`src/rtl/blink_pkg.sv`:
```
// Shared types for the pattern blinker: FSM state encoding
// and the effective pattern-length rule.
package blink_pkg;

  typedef enum logic [1:0] {
    ST_IDLE = 2'd0,
    ST_RUN  = 2'd1,
    ST_GAP  = 2'd2,
    ST_DONE = 2'd3
  } state_t;

  // A zero or oversized length means "use the whole word".
  function automatic int eff_len(input int len, input int pat_w);
    return ((len == 0) || (len > pat_w)) ? pat_w : len;
  endfunction

endpackage

```
`src/rtl/blink_prescaler.sv`:
```
// Step prescaler: counts while enabled, ticks on all-ones and wraps.
// Held at zero whenever it is disabled or cleared.
module blink_prescaler #(
  parameter int DIV_W = 21
) (
  input  logic CLK,
  input  logic RST,
  input  logic clear,
  input  logic en,
  output logic tick
);

  logic [DIV_W-1:0] r_cnt;

  always_ff @(posedge CLK or posedge RST) begin
    if (RST) begin
      r_cnt <= '0;
    end else if (clear || !en) begin
      r_cnt <= '0;
    end else begin
      r_cnt <= r_cnt + 1'b1;
    end
  end

  assign tick = en && (&r_cnt);

endmodule

```
`src/rtl/pattern_blinker.sv`:
```
// LED pattern sequencer with repeat count and inter-pass gap.
// Optional PWM dimming of on-bits: define PATTERN_BLINKER_DIM_EN.
module pattern_blinker
  import blink_pkg::*;
#(
  parameter int PAT_W      = 32,
  parameter int DIV_W      = 21,
  parameter int REP_W      = 8,
  parameter int GAP_W      = 4,
  parameter int ACTIVE_LOW = 0
) (
  input  logic                       CLK,
  input  logic                       RST,
  input  logic                       pat_valid,
  output logic                       pat_ready,
  input  logic [PAT_W-1:0]           pat_bits,
  input  logic [$clog2(PAT_W+1)-1:0] pat_len,
  input  logic [REP_W-1:0]           pat_reps,
  input  logic [GAP_W-1:0]           pat_gap,
  input  logic                       abort,
`ifdef PATTERN_BLINKER_DIM_EN
  input  logic [7:0]                 dim_duty,
`endif
  output logic                       busy,
  output logic                       done,
  output logic                       LED
);

  localparam int   LW = $clog2(PAT_W + 1);
  localparam int   IW = (PAT_W > 1) ? $clog2(PAT_W) : 1;
  localparam logic AL = (ACTIVE_LOW != 0);

  state_t           r_state;
  logic [PAT_W-1:0] r_bits;
  logic [LW-1:0]    r_len;
  logic [REP_W-1:0] r_reps;
  logic [GAP_W-1:0] r_gap;
  logic [IW-1:0]    r_idx;
  logic [REP_W-1:0] r_pass;
  logic [GAP_W-1:0] r_gcnt;
  logic             r_led;
  logic             r_done;

  logic          w_tick;
  logic          w_idle;
  logic          w_accept;
  logic          w_last;
  logic          w_final;
  logic          w_on;
  logic [IW-1:0] w_nidx;
  logic [LW-1:0] w_len_eff;

`ifdef PATTERN_BLINKER_DIM_EN
  logic [7:0] r_pwm;

  always_ff @(posedge CLK or posedge RST) begin
    if (RST) r_pwm <= '0;
    else     r_pwm <= r_pwm + 8'd1;
  end

  assign w_on = (r_pwm < dim_duty);
`else
  assign w_on = 1'b1;
`endif

  assign w_idle    = (r_state == ST_IDLE) || (r_state == ST_DONE);
  assign pat_ready = !RST && w_idle && !abort;
  assign w_accept  = pat_valid && pat_ready;
  assign w_len_eff = LW'(eff_len(int'(pat_len), PAT_W));
  assign w_nidx    = r_idx + IW'(1);
  assign w_last    = ((LW'(r_idx) + LW'(1)) == r_len);
  assign w_final   = (r_reps != '0) && ((r_pass + REP_W'(1)) == r_reps);

  assign busy = (r_state == ST_RUN) || (r_state == ST_GAP);
  assign done = r_done;
  assign LED  = r_led;

  blink_prescaler #(.DIV_W(DIV_W)) u_presc (
    .CLK   (CLK),
    .RST   (RST),
    .clear (w_accept || abort),
    .en    (busy),
    .tick  (w_tick)
  );

  // LED is loaded with the bit of the *next* index on a step edge
  // so every bit is held for exactly one full step.
  always_ff @(posedge CLK or posedge RST) begin
    if (RST) begin
      r_state <= ST_IDLE;
      r_bits  <= '0;
      r_len   <= '0;
      r_reps  <= '0;
      r_gap   <= '0;
      r_idx   <= '0;
      r_pass  <= '0;
      r_gcnt  <= '0;
      r_led   <= AL;
      r_done  <= 1'b0;
    end else begin
      r_done <= 1'b0;
      if (abort) begin
        r_state <= ST_IDLE;
        r_led   <= AL;
      end else begin
        unique case (r_state)
          ST_IDLE, ST_DONE: begin
            r_led <= AL;
            if (w_accept) begin
              r_bits  <= pat_bits;
              r_len   <= w_len_eff;
              r_reps  <= pat_reps;
              r_gap   <= pat_gap;
              r_idx   <= '0;
              r_pass  <= '0;
              r_gcnt  <= '0;
              r_state <= ST_RUN;
              r_led   <= (pat_bits[0] & w_on) ^ AL;
            end
          end
          ST_RUN: begin
            r_led <= (r_bits[r_idx] & w_on) ^ AL;
            if (w_tick) begin
              if (!w_last) begin
                r_idx <= w_nidx;
                r_led <= (r_bits[w_nidx] & w_on) ^ AL;
              end else begin
                if (r_pass != '1) r_pass <= r_pass + REP_W'(1);
                if (w_final) begin
                  r_state <= ST_DONE;
                  r_done  <= 1'b1;
                  r_led   <= AL;
                end else if (r_gap != '0) begin
                  r_state <= ST_GAP;
                  r_gcnt  <= '0;
                  r_led   <= AL;
                end else begin
                  r_idx <= '0;
                  r_led <= (r_bits[0] & w_on) ^ AL;
                end
              end
            end
          end
          ST_GAP: begin
            r_led <= AL;
            if (w_tick) begin
              if (r_gcnt == (r_gap - GAP_W'(1))) begin
                r_state <= ST_RUN;
                r_idx   <= '0;
                r_led   <= (r_bits[0] & w_on) ^ AL;
              end else begin
                r_gcnt <= r_gcnt + GAP_W'(1);
              end
            end
          end
        endcase
      end
    end
  end

endmodule
```
`config.mk`:
```
export PLATFORM = sky130hd
export DESIGN_NAME = pattern_blinker
export DESIGN_NICKNAME = d
export VERILOG_FILES = /design/src/rtl/blink_pkg.sv /design/src/rtl/blink_prescaler.sv /design/src/rtl/pattern_blinker.sv
export SDC_FILE = /design/constraint.sdc
export NUM_CORES = 1
export LEC_CHECK = 0
export CAP_MARGIN = 20
export CORE_ASPECT_RATIO = 1.25
export CORE_MARGIN = 4
export CORE_UTILIZATION = 50
export CTS_CLUSTER_DIAMETER = 50
export DETAILED_ROUTE_END_ITERATION = 16
export DONT_BUFFER_PORTS = 1
export GPL_TIMING_DRIVEN = 0
export SLEW_MARGIN = 20
export SYNTH_ARGS = -nofsm -noshare
export SYNTH_HDL_FRONTEND = slang
export SYNTH_HIERARCHICAL = 1
export SYNTH_SLANG_ARGS = --single-unit
```
`constraint.sdc`:
```
create_clock -name CLK -period 5.6 [get_ports CLK]
set_input_delay 0.56 -clock CLK [delete_from_list [all_inputs] [get_ports CLK]]
set_output_delay 0.56 -clock CLK [all_outputs]
set_load 0.05 [all_outputs]
```
==> metrics.md <==
| Metric | Value |
|---|---|
| Status | completed |
| Ys async rst share | 100% |
| Worst hold margin | around 110 ps |
| Post CTS Setup Buffer Count | 0 |
| GPL Wtd Cong | 0.833 |
| Inserted Diodes | 0 |
| Aggregate global-route resource usage | between 20% and 30% |
| Number of synthesized flops with an enable pin | 0 |
| CTS root buf | clkbuf_16 |
| Residual DRC | 0 |
| Global-route wire length before repair | 21300 um |
| Vias | between 4000 and 5000 |
| Pin count of the biggest net entering global routing | 38 |
| Maximum vdd drop | 226 uV |
| Final slew viol count | 0 |
| Post-DRT Antenna Nets | 0 |
| Nets | 664 |
| Vias per std cell | 5.81 |
| Ys Warns | 6 |
| Synth Flop Type | dfrtp_1 |
| Highest Signal Layer | met4 |
| TNS Setup | 0 ps |
| Met1 wire length | 5310 um |
| Clock-pin slew on the worst setup and hold paths | 60 ps |
| Hold-fix buffers at CTS | 0 |
| Core area | around 11000 sq um |
| Die Wd | roughly 100 um |
| Slew HR | 44.5% |
| Fin Clk Skew | 3.74 ps |
| Share of cells above drive strength 1 | a little under a tenth |
| Commonest cells after routing, fill and taps aside | nand2_1, dfrtp_1, o21ai_0 |
| Port bufs | 0 |
| Setup slack, reg-to-reg | 2160 ps |
| Synth Area per Inst | roughly 9 sq um |
| Vias in the first global route | 4396 |
| Final setup vio count | 0 |
| FMAX | 291 MHz |
| Mapped Cells | 591 |
| Hold Fails Final Rpt | 0 |
| Critical-path maximum fanout | 8 |
| Worst Setup End Kind | flip-flop |
| Synth cell types | 63 |
| Critical Path RT | roughly 5800 ps |
| Later-pin clock latency in the skew report | 330 ps |
| Clock buffer depth | 2 |
| Detailed placer's ending HPWL | a little over 9000 um |
| Worst slew pin tran | 828 ps |
| Final Cycle Share | slightly above 60% |
| Die ar. | 12600 sq um |
| Synth Register Bits | 92 |
| H-Tree Depth | 3 |
| Core Util, Final | 55.9% |
| Setup CP Type | flip-flop to flip-flop |
| Launch point of the worst path | u_presc/r_cnt[0]$_DFF_PP0_ |
| Die Y | 124 um |
| Unrepaired setup endpoints after global routing | no |
| Overall power | ~0.0028 W |
| Resize count post-CTS | 0 |
| Pleak | 2.51 nW |
| Worst flop-to-flop path startpoint | u_presc/r_cnt[0]$_DFF_PP0_ |
| Drt pass-1 iters | 4 |
| Max-cap violations | 0 |
| Pre-CTS setup slack | 2240 ps |
| Initial DRC Count | approximately 250 |
| Commonest non-fill, non-tap cell in the layout | nand2_1 |
| Worst Path Arrival | 3660 ps |
| Rows | 42 |
| FF/Latch Area | 2300 sq um |
| Routed met3 length | 361 um |
| Routed len/inst | 16.5 um |
| Startpoint type of the worst setup path | flip-flop |
| Multi-input gate area in the final layout | 2880 sq um |
| Post-synthesis cell area | ~5400 sq um |
| Fill cells | 983 |
| Initial antenna violation count | 0 |
| Layout area overhead | 9.04% |
| CTS buffer count | 9 |
| Final Worst Setup Slack | approximately 2200 ps |
| Grt total ovfl | 0 |
| Syn_nets | approximately 650 |
| Pwr dens | 471 nW/um^2 |
| Met2 WL | 6310 um |
| CTS sink count | 92 |
| Min-delay worst type | input port to asynchronous set/reset pin |
| Final worst path period need | approximately 3400 ps |
| Wirelength, routed | 12200 um |
| Initial core utilization | 51.2% |
| Num ports | 58 |
| CTS tree | yes |
| Post-synthesis sequential area ratio | 42.5% |
## registers in the layout, summed over array words and instances, names as in the netlist, 2 cells and up
| name | cells |
|---|---|
| r_state | 2 |
| r_len | 6 |
| r_pass | 8 |
| r_bits | 32 |
| r_idx | 5 |
| u_presc/r_cnt | 21 |
| r_gap | 4 |
| r_gcnt | 4 |
| r_reps | 8 |
## cells in the mapped netlist, types with 3 or more instances
cell type / instances / area [sq um]
nor3_1: 10 / 50.1
or3_1: 8 / 50.1
o211ai_1: 11 / 82.6
nand2_1: 156 / 586
ha_1: 7 / 87.6
xor2_1: 9 / 78.8
nand4b_1: 3 / 26.3
nand4_1: 8 / 50.1
clkbuf_1: 20 / 75.1
mux2i_1: 19 / 190
o21ai_0: 27 / 135
a31oi_1: 3 / 18.8
o31ai_1: 3 / 22.5
a21oi_1: 13 / 65.1
and3_1: 7 / 43.8
dfrtp_1: 92 / 2300
buf_2: 11 / 55.1
nor4_1: 8 / 50.1
nor2_1: 26 / 97.6
nor3b_1: 3 / 22.5
mux4_2: 12 / 270
o2111ai_1: 4 / 35.0
inv_1: 20 / 75.1
xnor2_1: 20 / 175
o211a_1: 3 / 30.0
nand3_1: 26 / 130
o311ai_0: 4 / 35.0
nand3b_1: 3 / 22.5
o311ai_1: 3 / 26.3
nand2b_1: 10 / 62.6
## path summary, 6_finish.rpt
kind	cells past startpoint	endpoint
hold / removal	1	done$_DFF_PP0_
setup / recovery	10	r_gcnt[0]$_DFFE_PP0P_
max in group asynchronous	1	u_presc/r_cnt[0]$_DFF_PP0_
setup reg to reg	10	r_gcnt[0]$_DFFE_PP0P_
hold reg to reg	2	r_bits[25]$_DFFE_PP0P_
min in group CLK	2	r_gap[2]$_DFFE_PP0P_
## stage by stage
step	cells	cell area (sq um)
6_report	739	5900
5_1_grt	739	5900
4_1_cts	739	5900
3_5_place_dp	724	5600
3_3_place_gp	723	5580
2_1_floorplan	591	5410
## routing by layer
metal	GRT usage (%)	vias to the layer above
met4	6.10	0
met1	27.2	2076
met5	0	-
li1	-	2111
met3	3.64	19
met2	34.7	88
## power breakdown
part	switching [W]	total, W	internal [W]
clock network	0.000243	0.000591	0.000348
logic	0.000617	0.00113	0.000514
registers	0.000189	0.00106	0.000871
## worst max-delay path: stages, from the launching register on
cell and delay, ps:
dfrtp_1 400, ha_1 270, nand3_1 240, nor4_2 420
nor3b_1 340, and3_1 390, inv_1 170, a21oi_1 170
o21ai_0 180, o31a_1 400, mux2_1 340
## area by class of cell
cell class	instances	area share [%]
tap	132	2.80
sequential	92	39.0
clock inverter	2	0.276
inverter	20	1.31
buffer	34	2.71
multi-input combinational	445	48.8
clock buffer	13	4.75
timing repair buffer	1	0.339
## cells by family after synthesis
logic type | after synthesis | share of synthesized area, %
compound gates | 90 | 11.6
xor+xnor | 31 | 5.55
fa+ha+maj | 7 | 1.62
buf+inv | 54 | 4.35
flops | 92 | 42.5
mux | 36 | 10.1
simple gates | 281 | 24.3
Power figures use the tool's default switching activity.
